### config.mk
export PLATFORM = sky130hd
export DESIGN_NAME = hazard5_ahbl_arbiter_flat
export DESIGN_NICKNAME = d
export VERILOG_FILES = /design/src/rtl/hazard5_ahbl_arbiter_pkg.sv /design/src/rtl/hazard5_ahbl_arbiter_if.sv /design/src/rtl/hazard5_onehot_prio_enc.sv /design/src/rtl/hazard5_ahbl_arbiter.sv /design/src/flat_wrapper.sv
export SDC_FILE = /design/constraint.sdc
export NUM_CORES = 1
export LEC_CHECK = 0
export ABC_AREA = 1
export BUFFER_PORTS_ARGS = -buffer_cell sky130_fd_sc_hd__buf_2
export CORE_AREA = 2 2 116 118
export CTS_BUF_LIST = sky130_fd_sc_hd__clkbuf_16
export CTS_CLUSTER_SIZE = 30
export DETAILED_ROUTE_END_ITERATION = 8
export DIE_AREA = 0 0 118 120
export PLACE_DENSITY = 0.54
export SLEW_MARGIN = 20
export SYNTH_ARGS = -nofsm -noshare
export SYNTH_HDL_FRONTEND = slang
export SYNTH_SLANG_ARGS = --single-unit
### constraint.sdc
create_clock -name clk -period 3.1 [get_ports clk]
set_input_delay 0.31 -clock clk [delete_from_list [all_inputs] [get_ports clk]]
set_output_delay 0.31 -clock clk [all_outputs]
set_load 0.005 [all_outputs]
### src/rtl/hazard5_ahbl_arbiter_pkg.sv
// hazard5 AHB-Lite arbiter: shared bus encodings
// and helpers.
package hazard5_ahbl_arbiter_pkg;

   typedef enum logic [1:0] {
      HTRANS_IDLE = 2'b00,
      HTRANS_NSEQ = 2'b10
   } htrans_e;

   typedef enum logic [2:0] {
      HBURST_SINGLE = 3'b000
   } hburst_e;

   typedef enum logic [2:0] {
      HSIZE_BYTE = 3'b000,
      HSIZE_HALF = 3'b001,
      HSIZE_WORD = 3'b010
   } hsize_e;

   function automatic int wait_width(int max_wait);
      return (max_wait > 0) ? $clog2(max_wait + 1) : 1;
   endfunction

endpackage

### src/rtl/hazard5_ahbl_arbiter_if.sv
// hazard5 AHB-Lite master-side bus bundle between
// the arbiter and the downstream slave/fabric.
interface hazard5_ahbl_arbiter_if #(
   parameter int W_ADDR = 32,
   parameter int W_DATA = 32
);
   logic [W_ADDR-1:0] haddr;
   logic              hwrite;
   logic [1:0]        htrans;
   logic [2:0]        hsize;
   logic [2:0]        hburst;
   logic [3:0]        hprot;
   logic              hmastlock;
   logic              hready;
   logic              hresp;
   logic [W_DATA-1:0] hwdata;
   logic [W_DATA-1:0] hrdata;

   modport master (
      output haddr, hwrite, htrans, hsize,
      output hburst, hprot, hmastlock, hwdata,
      input  hready, hresp, hrdata
   );

   modport slave (
      input  haddr, hwrite, htrans, hsize,
      input  hburst, hprot, hmastlock, hwdata,
      output hready, hresp, hrdata
   );
endinterface

### src/rtl/hazard5_onehot_prio_enc.sv
// Lowest-set one-hot picker, searching upward from
// the bit after the one-hot base and wrapping.
module hazard5_onehot_prio_enc #(
   parameter int N = 2
) (
   input  logic [N-1:0] req,
   input  logic [N-1:0] base,
   output logic [N-1:0] gnt
);
   localparam logic [N-1:0]   ONE  = N'(1);
   localparam logic [2*N-1:0] ONE2 = (2*N)'(1);

   logic [N-1:0]   above;
   logic [2*N-1:0] dbl;
   logic [2*N-1:0] lo;

   // Base at MSB leaves no bits above it: plain lowest-index.
   assign above = ~(base | (base - ONE));
   assign dbl   = {req, req & above};
   assign lo    = dbl & (~dbl + ONE2);
   assign gnt   = lo[N-1:0] | lo[2*N-1:N];
endmodule

### src/rtl/hazard5_ahbl_arbiter.sv
// hazard5 N-source AHB-Lite master arbiter with
// panic override, RR/fixed priority and anti-starvation.
module hazard5_ahbl_arbiter
   import hazard5_ahbl_arbiter_pkg::*;
#(
   parameter int N_PORTS  = 2,
   parameter int W_ADDR   = 32,
   parameter int W_DATA   = 32,
   parameter bit RR_MODE  = 0,
   parameter int MAX_WAIT = 0
) (
   input  logic                      clk,
   input  logic                      rst_n,
   input  logic [N_PORTS-1:0]        src_aph_req,
   input  logic [N_PORTS-1:0]        src_aph_panic,
   input  logic [N_PORTS*W_ADDR-1:0] src_haddr,
   input  logic [N_PORTS*3-1:0]      src_hsize,
   input  logic [N_PORTS-1:0]        src_hwrite,
   input  logic [N_PORTS*4-1:0]      src_hprot,
   input  logic [N_PORTS*W_DATA-1:0] src_wdata,
   output logic [N_PORTS-1:0]        src_aph_ready,
   output logic [N_PORTS-1:0]        src_dph_ready,
   output logic [N_PORTS-1:0]        src_dph_err,
   output logic [W_DATA-1:0]         src_rdata,
   hazard5_ahbl_arbiter_if.master    ahblm
);
   localparam int W_WAIT = wait_width(MAX_WAIT);
   localparam logic [W_WAIT-1:0] WAIT_MAX = W_WAIT'(MAX_WAIT);
   localparam logic [W_WAIT-1:0] WAIT_ONE = W_WAIT'(1);
   localparam logic [N_PORTS-1:0] MSB =
      {1'b1, {(N_PORTS-1){1'b0}}};

   logic               hold_aph;
   logic [N_PORTS-1:0] gnt_prev, dph_owner, last_gnt;
   logic [N_PORTS-1:0] gnt, accepted, dph_live;
   logic [N_PORTS-1:0] panic, starved;
   logic [N_PORTS-1:0] panic_gnt, boost_gnt, norm_gnt;
   logic [W_WAIT-1:0]  wait_cnt [N_PORTS];
   logic [W_ADDR-1:0]  haddr;
   logic [2:0]         hsize;
   logic [3:0]         hprot;
   logic [W_DATA-1:0]  hwdata;

   assign panic = src_aph_panic & src_aph_req;

   always_comb begin
      starved = '0;
      for (int k = 0; k < N_PORTS; k++)
         starved[k] = (MAX_WAIT > 0) && src_aph_req[k]
                      && (wait_cnt[k] == WAIT_MAX);
   end

   hazard5_onehot_prio_enc #(.N(N_PORTS)) u_panic (
      .req(panic), .base(MSB), .gnt(panic_gnt)
   );
   hazard5_onehot_prio_enc #(.N(N_PORTS)) u_boost (
      .req(starved), .base(MSB), .gnt(boost_gnt)
   );
   hazard5_onehot_prio_enc #(.N(N_PORTS)) u_norm (
      .req(src_aph_req),
      .base(RR_MODE ? last_gnt : MSB),
      .gnt(norm_gnt)
   );

   // A stalled address phase must be re-presented unchanged.
   always_comb begin
      gnt = '0;
      if (!rst_n)          gnt = '0;
      else if (hold_aph)   gnt = gnt_prev;
      else if (|panic)     gnt = panic_gnt;
      else if (|starved)   gnt = boost_gnt;
      else                 gnt = norm_gnt;
   end

   assign accepted = gnt & {N_PORTS{ahblm.hready}};
   assign dph_live = rst_n ? dph_owner : '0;

   always_comb begin
      haddr  = '0;
      hsize  = '0;
      hprot  = '0;
      hwdata = '0;
      for (int k = 0; k < N_PORTS; k++) begin
         if (gnt[k]) begin
            haddr |= src_haddr[k*W_ADDR +: W_ADDR];
            hsize |= src_hsize[k*3 +: 3];
            hprot |= src_hprot[k*4 +: 4];
         end
         if (dph_live[k])
            hwdata |= src_wdata[k*W_DATA +: W_DATA];
      end
   end

   assign ahblm.haddr     = haddr;
   assign ahblm.hsize     = hsize;
   assign ahblm.hprot     = hprot;
   assign ahblm.hwrite    = |(gnt & src_hwrite);
   assign ahblm.htrans    = (|gnt) ? HTRANS_NSEQ : HTRANS_IDLE;
   assign ahblm.hburst    = HBURST_SINGLE;
   assign ahblm.hmastlock = 1'b0;
   assign ahblm.hwdata    = hwdata;

   assign src_aph_ready = accepted;
   assign src_dph_ready = dph_live & {N_PORTS{ahblm.hready}};
   assign src_dph_err   = src_dph_ready & {N_PORTS{ahblm.hresp}};
   assign src_rdata     = ahblm.hrdata;

   always_ff @(posedge clk) begin
      if (!rst_n) begin
         hold_aph  <= 1'b0;
         gnt_prev  <= '0;
         dph_owner <= '0;
         last_gnt  <= MSB;
         for (int k = 0; k < N_PORTS; k++)
            wait_cnt[k] <= '0;
      end else begin
         hold_aph <= (|gnt) && !ahblm.hready;
         gnt_prev <= gnt;
         if (ahblm.hready)
            dph_owner <= gnt;
         if (|accepted)
            last_gnt <= gnt;
         for (int k = 0; k < N_PORTS; k++) begin
            if (!src_aph_req[k] || accepted[k])
               wait_cnt[k] <= '0;
            else if (wait_cnt[k] != WAIT_MAX)
               wait_cnt[k] <= wait_cnt[k] + WAIT_ONE;
         end
      end
   end
endmodule

### src/flat_wrapper.sv
// flat-port wrapper written by rule: the top's interface ports become plain ports
module hazard5_ahbl_arbiter_flat import hazard5_ahbl_arbiter_pkg::*;
#(
   parameter int N_PORTS  = 2,
   parameter int W_ADDR   = 32,
   parameter int W_DATA   = 32,
   parameter bit RR_MODE  = 0,
   parameter int MAX_WAIT = 0
)
  (clk, rst_n, src_aph_req, src_aph_panic, src_haddr, src_hsize, src_hwrite, src_hprot, src_wdata, src_aph_ready, src_dph_ready, src_dph_err, src_rdata, ahblm_haddr, ahblm_hwrite, ahblm_htrans, ahblm_hsize, ahblm_hburst, ahblm_hprot, ahblm_hmastlock, ahblm_hwdata, ahblm_hready, ahblm_hresp, ahblm_hrdata);
  hazard5_ahbl_arbiter_if #(.W_ADDR(W_ADDR), .W_DATA(W_DATA)) ahblm_i ();
  input  logic clk;
  input  logic rst_n;
  input  logic [N_PORTS-1:0] src_aph_req;
  input  logic [N_PORTS-1:0] src_aph_panic;
  input  logic [N_PORTS*W_ADDR-1:0] src_haddr;
  input  logic [N_PORTS*3-1:0] src_hsize;
  input  logic [N_PORTS-1:0] src_hwrite;
  input  logic [N_PORTS*4-1:0] src_hprot;
  input  logic [N_PORTS*W_DATA-1:0] src_wdata;
  output logic [N_PORTS-1:0] src_aph_ready;
  output logic [N_PORTS-1:0] src_dph_ready;
  output logic [N_PORTS-1:0] src_dph_err;
  output logic [W_DATA-1:0] src_rdata;
  output wire logic [$bits(ahblm_i.haddr)-1:0] ahblm_haddr;
  output wire logic [$bits(ahblm_i.hwrite)-1:0] ahblm_hwrite;
  output wire logic [$bits(ahblm_i.htrans)-1:0] ahblm_htrans;
  output wire logic [$bits(ahblm_i.hsize)-1:0] ahblm_hsize;
  output wire logic [$bits(ahblm_i.hburst)-1:0] ahblm_hburst;
  output wire logic [$bits(ahblm_i.hprot)-1:0] ahblm_hprot;
  output wire logic [$bits(ahblm_i.hmastlock)-1:0] ahblm_hmastlock;
  output wire logic [$bits(ahblm_i.hwdata)-1:0] ahblm_hwdata;
  input wire logic [$bits(ahblm_i.hready)-1:0] ahblm_hready;
  input wire logic [$bits(ahblm_i.hresp)-1:0] ahblm_hresp;
  input wire logic [$bits(ahblm_i.hrdata)-1:0] ahblm_hrdata;
  assign ahblm_haddr = ahblm_i.haddr;
  assign ahblm_hwrite = ahblm_i.hwrite;
  assign ahblm_htrans = ahblm_i.htrans;
  assign ahblm_hsize = ahblm_i.hsize;
  assign ahblm_hburst = ahblm_i.hburst;
  assign ahblm_hprot = ahblm_i.hprot;
  assign ahblm_hmastlock = ahblm_i.hmastlock;
  assign ahblm_hwdata = ahblm_i.hwdata;
  assign ahblm_i.hready = ahblm_hready;
  assign ahblm_i.hresp = ahblm_hresp;
  assign ahblm_i.hrdata = ahblm_hrdata;
  hazard5_ahbl_arbiter #(.N_PORTS(N_PORTS), .W_ADDR(W_ADDR), .W_DATA(W_DATA), .RR_MODE(RR_MODE), .MAX_WAIT(MAX_WAIT)) u_core (.clk(clk), .rst_n(rst_n), .src_aph_req(src_aph_req), .src_aph_panic(src_aph_panic), .src_haddr(src_haddr), .src_hsize(src_hsize), .src_hwrite(src_hwrite), .src_hprot(src_hprot), .src_wdata(src_wdata), .src_aph_ready(src_aph_ready), .src_dph_ready(src_dph_ready), .src_dph_err(src_dph_err), .src_rdata(src_rdata), .ahblm(ahblm_i));
endmodule
==> results.yml, run 1 <==
min_path:
  hp-start: "ahblm_hready"
  holdPathEnd: "u_core.hold_aph"
  min_path_type: "in -> reg"
  min_path_cells: 2
clock_tree:
  path_clk_slew_ps: 30
  postCtsHoldBufs: 0
  clk_path_buf_depth: 2
  htree_levels: 1
  cts.repair.resized: 0
  cts_made_buffers: 3
  cts_sinks: 5
  cts_tree: "done"
  clk_latency_ps: 220
  root_buffer: "clkbuf_16"
  post_cts_buffers: 0
placed_design:
  io_buffers: 230
  place_area_um2: 2840
  hpwlAfterDp_mm: 5.84
  post-place-ws_ps: 1190
  dp.cells: 672
  routabilityCongestion: 0.740
worst_setup_path:
  crit_fanout: 23
  critPathKind: "reg -> out"
  crit_buf_inv: 2
  crit-reg2reg-capture: "u_core.hold_aph"
  rrSetupSlack_ps: 1620
  r2r_cells: 4
  worstReg2RegStart: "u_core.hold_aph"
  start_kind: "register"
  critPathSlowestCell: "dfxtp_1"
  cp_top_family: "simple AND/OR/NAND/NOR gates"
  cp.required_ps: 2790
  cpPeakStageDelay_ps: 430
  cp.arrival_ps: 1720
  crit_chain: "a21oi_1, nand2_1, buf_12, nand3_1, o21ai_2, buf_2"
  end_kind: "output port"
pwr:
  powerDensity_nw_per_um2: 239
  ir_worst_vdd_mv: 0.114
  power.leakage_nw: 1.87
global_route:
  use_met3_pct: 3.23
  grt.total_usage_pct: 9.50
  antenna_found_initial: 0
  grt_first_pass_wirelength_mm: 11.1
  use_met2_pct: 18.0
  grt_pass1_vias: 2378
  busiest_layer: "met2"
  met1_usage_pct: 10.3
  grt_overflow_total: 0
  grt_max_degree: 69
sta:
  fin_tns_setup_ps: 0
  fin_ws_ps: 1070
  rsz0062_at_grt: "no"
  fin_crit_sh_pct: 65.5
  slew_viol_final: 0
  post-route-min-period_ps: 2030
  max-slew-margin-rel_pct: 52.8
  max_freq_mhz: 492
  hold_viol_final: 0
  setup_viol: 0
  worstMarginPinSlew_ps: 707
  skew_ps: 2.00
cells_and_area:
  fin_cells: 676
  fill_cells: 1505
  antenna_cells: 0
  stdcell_area_um2: 2920
  layout-area-overhead-vs-synth_pct: 59.4
  nets: 685
  layout-drive-gt1-share_pct: 56.0
floorplan:
  start_util_pct: 14.1
  row_count: 42
  pin_count: 300
  die_area_um2: 14200
  die_w_um: 118
  die_y_um: 120
  core-area_um2: 13000
drt:
  drt-initial-drc-count: 66
  vias: 2667
  drc: 0
  drt-total-wl_mm: 7.06
  firstDrtPassIters: 6
  via_per_inst: 3.95
  wl_per_cell_um: 10.4
  postRouteAntennaNets: 0
run:
  maxCapViolations: 0
logic_synthesis:
  netlist.area_leader.share_pct: 29.2
  synth_most_common_cell: "nand3_1"
  async_flop_share_pct: 0
  synth-seq-area-share_pct: 5.46
  ys_top_cells_by_area: "nand3_1, o21ai_2, buf_4"
  synthFlopType: "dfxtp_1"
  syn_inst: 321
  ys_ff_latch: 5
  yosysUniqueCellTypes: 21
  yosysWarnings: 0
  synth-edff-count: 0
  avgSynthCellArea_um2: 5.71
  synth_top_area_cell: "nand3_1"
  netlist_area_um2: 1830
  synth_commonest_cells: "nand3_1, inv_1, nand2_1"
outcome:
  status: "complete, no violations"
sequential cells by signal, indices dropped and copies added (netlist names):
| name | flops |
|---|---|
| u_core.dph_owner | 2 |
| u_core.gnt_prev | 2 |
| u_core.hold_aph | 1 |
kinds of logic after synthesis:
family | synth area share, %
DFF | 5.46
and+or+nand+nor | 39.6
other | 0.205
buffers and inverters | 33.5
AOI/OAI and AO/OA | 21.2
report_power, final:
group          internal (mW)  leakage (nW)  switching (mW)
combinational          0.194          1.78           0.223
sequential            0.0711        0.0415         0.00339
clock                  0.167        0.0423          0.0398
total                  0.432          1.87           0.266
cells in the final DEF, fill, tap and decap left out:
| master | synthesis | routed |
|---|---|---|
| buf_4 | 38 | 5 |
| o21ai_2 | 36 | 36 |
| clkinv_1 | 1 | 1 |
| nand3_1 | 107 | 107 |
| nand2_4 | 1 | 1 |
| nor3_1 | 2 | 2 |
| conb_1 | 1 | 5 |
| buf_2 | 14 | 230 |
| inv_1 | 46 | 47 |
| a21oi_1 | 2 | 2 |
| nor2_1 | 4 | 4 |
| o21ai_1 | 5 | 5 |
| dfxtp_1 | 5 | 5 |
| a21oi_4 | 1 | 1 |
| inv_2 | 1 | 1 |
| clkbuf_16 | 0 | 3 |
| o21ai_0 | 1 | 1 |
| a21oi_2 | 2 | 2 |
| nand2_1 | 41 | 41 |
| buf_12 | 0 | 1 |
stage by stage:
step | total power, mW | hold WS [ps] | utilization, %
after floorplan | 0.339 | 372 | -
after global placement | 0.502 | 505 | 21.9
final | 0.699 | 267 | 22.5
after detailed placement | 0.501 | 503 | 21.9
after CTS | 0.713 | 269 | 22.5
after global routing | 0.765 | 276 | 22.5
cell type report:
| class | instances | area (um^2) | share of cell area, % |
|---|---|---|---|
| clock buffer | 3 | 75.1 | 2.57 |
| clock inverter | 1 | 3.75 | 0.128 |
| inverter | 48 | 180 | 6.17 |
| multi-input combinational | 207 | 1130 | 38.8 |
| sequential | 5 | 100 | 3.43 |
| tap | 176 | 220 | 7.54 |
| timing repair buffer | 236 | 1210 | 41.4 |
routing by layer:
layer,vias up,part of all wire [%]
met2,179,50
met5,-,0
li1,1360,-
met4,0,0.67
met1,1122,39
met3,6,11
worst max-delay path by stage:
stage	start	endpoint	slack, ps	depth (start not counted)
after floorplan	rst_n	ahblm_haddr[0]	1810	6
after detailed placement	src_aph_req[0]	ahblm_haddr[11]	1190	7
after global routing	u_core.hold_aph	src_aph_ready[0]	860	5
after global placement	src_aph_req[0]	ahblm_haddr[11]	1220	7
after CTS	u_core.hold_aph	ahblm_haddr[11]	1010	6
final	u_core.hold_aph	ahblm_haddr[11]	1070	6
(Power assumes the default switching activity.)
==> run 2, diff against run 1 <==
--- a/config.mk
+++ b/config.mk
@@ -5,14 +5,14 @@
 export SDC_FILE = /design/constraint.sdc
 export NUM_CORES = 1
 export LEC_CHECK = 0
-export ABC_AREA = 1
+export ABC_AREA = 0
 export BUFFER_PORTS_ARGS = -buffer_cell sky130_fd_sc_hd__buf_2
-export CORE_AREA = 2 2 116 118
+export CORE_AREA = 2 2 117 119
 export CTS_BUF_LIST = sky130_fd_sc_hd__clkbuf_16
 export CTS_CLUSTER_SIZE = 30
 export DETAILED_ROUTE_END_ITERATION = 8
-export DIE_AREA = 0 0 118 120
-export PLACE_DENSITY = 0.54
+export DIE_AREA = 0 0 119 121
+export PLACE_DENSITY = 0.5
 export SLEW_MARGIN = 20
 export SYNTH_ARGS = -nofsm -noshare
 export SYNTH_HDL_FRONTEND = slang
==> constraint.sdc (replaced) <==
create_clock -name clk -period 1.83 [get_ports clk]
set_input_delay 0.183 -clock clk [delete_from_list [all_inputs] [get_ports clk]]
set_output_delay 0.183 -clock clk [all_outputs]
set_load 0.005 [all_outputs]
==> run 2 against run 1 <==
  * Via count fell by 23%
  * Hold slack got worse by 14 ps
  * Count of clock-buffer cells in the layout stayed put
  * Critical path type unchanged
  * Power increased by 49%
  * First-iteration DRC count fell by 38%
  * Sequential share of layout area increased by 0.47 points
  * Clock skew decreased by 1.6 ps
  * Synthesized cell count fell by 52%
  * The run now ends with negative setup slack left
  * Highest routed layer unchanged
  * Non-clock buffer count is 7 higher
  * Register-to-register slack got worse by 1300 ps
  * Critical path depth unchanged
  * Routed wire length about the same
==> results.yml, run 2 <==
logic_synthesis:
  yosysWarnings: 0
  synth_most_common_cell: "a22o_1"
  ys_ff_latch: 5
  ys_top_cells_by_area: "a22o_1, buf_4, dfxtp_1"
  async_flop_share_pct: 0
  synth_top_area_cell: "a22o_1"
  avgSynthCellArea_um2: 8.60
  netlist_area_um2: 1320
  yosysUniqueCellTypes: 18
  synthFlopType: "dfxtp_1"
  synth-edff-count: 0
  netlist.area_leader.share_pct: 47.6
  synth-seq-area-share_pct: 7.56
  synth_commonest_cells: "a22o_1, buf_4, buf_6, clkbuf_1, dfxtp_1"
  syn_inst: 154
sta:
  hold_viol_final: 0
  post-route-min-period_ps: 1850
  fin_ws_ps: -15.5
  slew_viol_final: 0
  setup_viol: 8
  max_freq_mhz: 542
  rsz0062_at_grt: "yes"
  skew_ps: 0.418
  fin_crit_sh_pct: 101
cells_and_area:
  reg_top3: "u_core.dph_owner x2, u_core.gnt_prev x2, u_core.hold_aph x1"
  layout_commonest_cell: "buf_2"
  layout-area-overhead-vs-synth_pct: 102
  nets: 537
  layout-drive-gt1-share_pct: 72.4
  antenna_cells: 0
  final_cell_mix: "buf_2, a22o_1, clkbuf_16"
  fin_cells: 528
  fin_util_pct: 20.4
  fill_cells: 1464
floorplan:
  die_area_um2: 14400
  core-area_um2: 13100
  die_y_um: 121
  pin_count: 300
  die_w_um: 119
  start_util_pct: 10.1
  row_count: 42
worst_setup_path:
  critical_path_depth: 6
  end_kind: "output port"
  crit_buf_inv: 3
  start_kind: "register"
  critPathSlowestCell: "dfxtp_4"
  crit_chain: "nor2_4, a2111oi_4, buf_6, clkbuf_16, a22o_1, buf_2"
  cpPeakStageDelay_ps: 400
  crit-reg2reg-capture: "u_core.dph_owner[1]"
  critPathKind: "reg -> out"
  cp.required_ps: 1650
  cp_top_family: "compound AO/OA/AOI/OAI gates"
  rrSetupSlack_ps: 320
  r2r_cells: 6
  cp.arrival_ps: 1660
  worstReg2RegStart: "u_core.hold_aph"
  crit_fanout: 6
drt:
  firstDrtPassIters: 4
  via_per_inst: 3.88
  drt-initial-drc-count: 41
  drc: 0
  vias: 2049
  drt-total-wl_mm: 7.06
  postRouteAntennaNets: 0
  wl_per_cell_um: 13.4
global_route:
  grt_pass1_vias: 1922
  grt_overflow_total: 0
  use_met3_pct: 2.77
  grt_first_pass_wirelength_mm: 9.89
  grt.total_usage_pct: 8.70
  met1_usage_pct: 10.3
  busiest_layer: "met2"
  grt_max_degree: 46
  antenna_found_initial: 0
  use_met2_pct: 15.4
clock_tree:
  cts_tree: "done"
  htree_levels: 1
  cts_made_buffers: 3
  path_clk_slew_ps: 30
  clk_path_buf_depth: 2
  clk_latency_ps: 230
  cts_sinks: 5
  root_buffer: "clkbuf_16"
min_path:
  hp-start: "rst_n"
  min_path_type: "in -> reg"
  min_path_cells: 2
  holdPathEnd: "u_core.hold_aph"
outcome:
  violations: "negative setup slack"
  status: "finished, violations left"
pwr:
  powerDensity_nw_per_um2: 390
  power.leakage_nw: 1.57
  power_mw: 1.04
  ir_worst_vdd_mv: 0.249
placed_design:
  hpwlAfterDp_mm: 5.49
  io_buffers: 230
  routabilityCongestion: 0.699
  dp.cells: 515
run:
  maxCapViolations: 0
## run 2: changes by cell type in the layout (fill, tap and decap cells not counted), moves of 4 or more
cell | previous run | this run
a22o_1 | 0 | 72
nand2_1 | 41 | 0
o21ai_1 | 5 | 0
nand3_1 | 107 | 0
o21ai_2 | 36 | 0
and3_1 | 0 | 4
inv_1 | 47 | 4
buf_6 | 0 | 4
## run 2: area by class of cell
cell class | instances | area, um^2 | area share [%]
repair buffers | 243 | 1400 | 52.3
multi-input cells | 97 | 858 | 32.2
well taps | 176 | 220 | 8.25
flip-flops and latches | 5 | 104 | 3.89
clock buffers | 3 | 75.1 | 2.81
inverters | 3 | 11.3 | 0.422
clock inverters | 1 | 3.75 | 0.141
## run 2: layer usage
| layer | up-vias | wire length (um) |
|---|---|---|
| li1 | 958 | - |
| met1 | 948 | 2900 |
| met4 | 0 | 67 |
| met3 | 10 | 572 |
| met5 | - | 0 |
| met2 | 133 | 3520 |
## run 2: power breakdown
group / internal, mW / switching, mW / leakage (nW) / total, mW
Combinational: 0.338 / 0.231 / 1.49 / 0.569
Clock: 0.283 / 0.0689 / 0.0423 / 0.352
Sequential: 0.116 / 0.00481 / 0.0419 / 0.121
## run 2: worst max path at each step
stage,slack [ps],endpoint,start
after detailed placement,80,ahblm_haddr[26],u_core.hold_aph
final,-20,ahblm_hprot[2],u_core.hold_aph
after floorplan,220,ahblm_haddr[0],u_core.hold_aph
after CTS,-30,ahblm_haddr[26],u_core.hold_aph
after global routing,-90,ahblm_haddr[1],u_core.hold_aph
after global placement,160,ahblm_haddr[28],u_core.hold_aph
## run 2: what timing repair did
action | CTS | global route
hold buffers | 0 | 0
endpoints found under the setup margin | 43 | 56
pin swaps | 1 | 5
setup buffers | 2 | 1
gates cloned | 2 | 4
resized for setup | 6 | 8
## run 2: cell families after synthesis
group                  count (synthesis)  share of synthesized area (%)
AO/OA/AOI/OAI                         75                           52.6
buffers and inverters                 56                           30.9
AND/OR/NAND/NOR                       15                           6.99
flip-flops                             5                           7.56
multiplexers                           2                           1.70
other                                  1                          0.283
## run 2: worst register-to-register path, stage by stage (launching register included)
cell and delay (ps):
dfxtp_4 400, nor2b_1 250, a2111oi_4 70, buf_6 150, buf_6 130, buf_4 130
mux2_1 270
## run 2: per-stage QoR
stage / hold WS [ps] / setup TNS [ps] / cell area [um^2] / setup slack [ps]
6_report: 253 / -75.3 / 2670 / -15.5
2_1_floorplan: 316 / 0 / 1340 / 222
5_1_grt: 272 / -2940 / 2670 / -94.5
3_5_place_dp: 366 / 0 / 2380 / 76.2
3_3_place_gp: 366 / 0 / 2380 / 162
4_1_cts: 249 / -167 / 2550 / -28.3
==> run 3, diff against run 2 <==
==> constraint.sdc (replaced) <==
create_clock -name clk -period 1.5 [get_ports clk]
set_input_delay 0.15 -clock clk [delete_from_list [all_inputs] [get_ports clk]]
set_output_delay 0.15 -clock clk [all_outputs]
set_load 0.005 [all_outputs]
==> run 3 against run 2 <==
  * The run still ends with negative setup slack left
  * Hold slack better by 42 ps
  * Clock skew about the same
  * Routed wire length down 7.9%
  * Cell count down 0.38%
  * Design area down 3.8%
  * Non-clock buffer count down 2
  * Sequential share of layout area up 0.16 points
  * Via count down 1.3%
  * Largest cell class unchanged
==> results.yml, run 3 (synthesis gave the netlist of run 2 again) <==
outcome:
  status: "finished, violations left"
  violations: "negative setup slack"
sta:
  skew_ps: 0.320
  slew_viol_final: 0
  fin_ws_ps: -293
  max_freq_mhz: 558
  fin_crit_sh_pct: 120
  rsz0062_at_grt: "yes"
  whs_ps: 295
  post-route-min-period_ps: 1790
  fin_tns_setup_ps: -10670
  hold_viol_final: 0
  setup_viol: 43
cells_and_area:
  fin_util_pct: 19.6
  layout_commonest_cell: "buf_2"
  fin_cells: 526
  reg_top3: "u_core.dph_owner x2, u_core.gnt_prev x2, u_core.hold_aph x1"
  layout-drive-gt1-share_pct: 71.7
  nets: 535
  antenna_cells: 0
  layout-area-overhead-vs-synth_pct: 93.9
  fill_cells: 1483
  final_cell_mix: "buf_2, a22o_1, conb_1, buf_4"
worst_setup_path:
  rrSetupSlack_ps: 50
  r2r_cells: 6
  crit_fanout: 41
  start_kind: "register"
  cpPeakStageDelay_ps: 360
  critPathKind: "reg -> out"
  crit_chain: "nor4bb_2, buf_4, a2111oi_4, buf_12, a22o_1, buf_2"
  worstReg2RegStart: "u_core.hold_aph"
  crit-reg2reg-capture: "u_core.dph_owner[0]"
  cp.required_ps: 1350
  critPathSlowestCell: "dfxtp_4"
  cp.arrival_ps: 1640
  end_kind: "output port"
floorplan:
  die_w_um: 119
  die_area_um2: 14400
  row_count: 42
  start_util_pct: 10.1
  core-area_um2: 13100
  pin_count: 300
  die_y_um: 121
pwr:
  switching_share_pct: 29.1
  p_sw_mw: 0.353
  ir_worst_vdd_mv: 0.249
  comb_power_share_pct: 52.6
  power_frac_clock_pct: 35.3
  power.leakage_nw: 1.53
  seq_power_share_pct: 12.1
  p_int_mw: 0.863
  powerDensity_nw_per_um2: 474
clock_tree:
  clk_path_buf_depth: 2
  path_clk_slew_ps: 30
  root_buffer: "clkbuf_16"
  cts_tree: "done"
  postCtsHoldBufs: 0
  cts_sinks: 5
  cts_made_buffers: 3
  htree_levels: 1
  clk_latency_ps: 230
global_route:
  grt_overflow_total: 0
  grt_first_pass_wirelength_mm: 9.36
  antenna_found_initial: 0
  grt_pass1_vias: 1888
  grt_max_degree: 42
  grt.total_usage_pct: 8.01
drt:
  drt-initial-drc-count: 67
  postRouteAntennaNets: 0
  firstDrtPassIters: 4
  drt-total-wl_mm: 6.50
  vias: 2023
  wl_per_cell_um: 12.4
  via_per_inst: 3.85
  drc: 0
placed_design:
  hpwlAfterDp_mm: 5.35
  routabilityCongestion: 0.751
  post-place-ws_ps: -96.5
  io_buffers: 230
  dp.cells: 520
min_path:
  hp-start: "ahblm_hready"
  min_path_type: "in -> reg"
  min_path_cells: 2
  holdPathEnd: "u_core.dph_owner[0]"
run:
  maxCapViolations: 0
run 3: area by class of cell:
class | instances | area, um^2 | area share (%)
Inverter | 3 | 11.3 | 0.439
Clock buffer | 3 | 75.1 | 2.93
Sequential cell | 5 | 104 | 4.05
Tap cell | 176 | 220 | 8.58
Timing Repair Buffer | 241 | 1310 | 51.1
Clock inverter | 1 | 3.75 | 0.146
Multi-Input combinational cell | 97 | 841 | 32.8
run 3: how the worst max path moves through the flow:
stage	start	to	slack, ps	depth (start not counted)
3_3_place_gp	u_core.hold_aph	ahblm_haddr[24]	-40	6
4_1_cts	u_core.hold_aph	ahblm_hprot[2]	-310	6
5_1_grt	u_core.hold_aph	ahblm_hprot[2]	-360	6
2_1_floorplan	u_core.hold_aph	ahblm_haddr[0]	30	4
6_report	u_core.hold_aph	ahblm_hprot[2]	-290	6
3_5_place_dp	u_core.hold_aph	ahblm_hprot[2]	-100	6
run 3: metrics by stage:
step	instance area [um^2]	total power, mW
4_1_cts	2510	1.21
3_3_place_gp	2420	0.763
3_5_place_dp	2420	0.772
6_report	2570	1.22
2_1_floorplan	1340	0.491
5_1_grt	2570	1.30
run 3: worst max-delay path: cells and delay by family, from the launching register on:
kind	cells	cell delay, ps
flops	1	360
buf+inv	3	470
compound gates	2	300
simple gates	1	260
run 3: routing by layer:
| layer | vias up | share of wire [%] | global-route usage [%] |
|---|---|---|---|
| li1 | 952 | - | - |
| met5 | - | 0 | 0 |
| met1 | 942 | 41 | 9.68 |
| met3 | 8 | 8.1 | 2.07 |
| met4 | 0 | 1.3 | 2.53 |
| met2 | 121 | 49 | 13.9 |
run 3: power groups by stage:
stage	registers (mW)	clock network, mW	logic (mW)
6_report	0.147	0.430	0.640
5_1_grt	0.148	0.456	0.700
4_1_cts	0.146	0.439	0.628
3_5_place_dp	0.149	0	0.623
3_3_place_gp	0.149	0	0.615
2_1_floorplan	0.148	0	0.342
run 3: timing repair:
item,CTS,global route
gates resized for setup,4,6
endpoints found under the setup margin,46,46
cloned,0,1
setup buffers,0,1
pin swaps,35,1
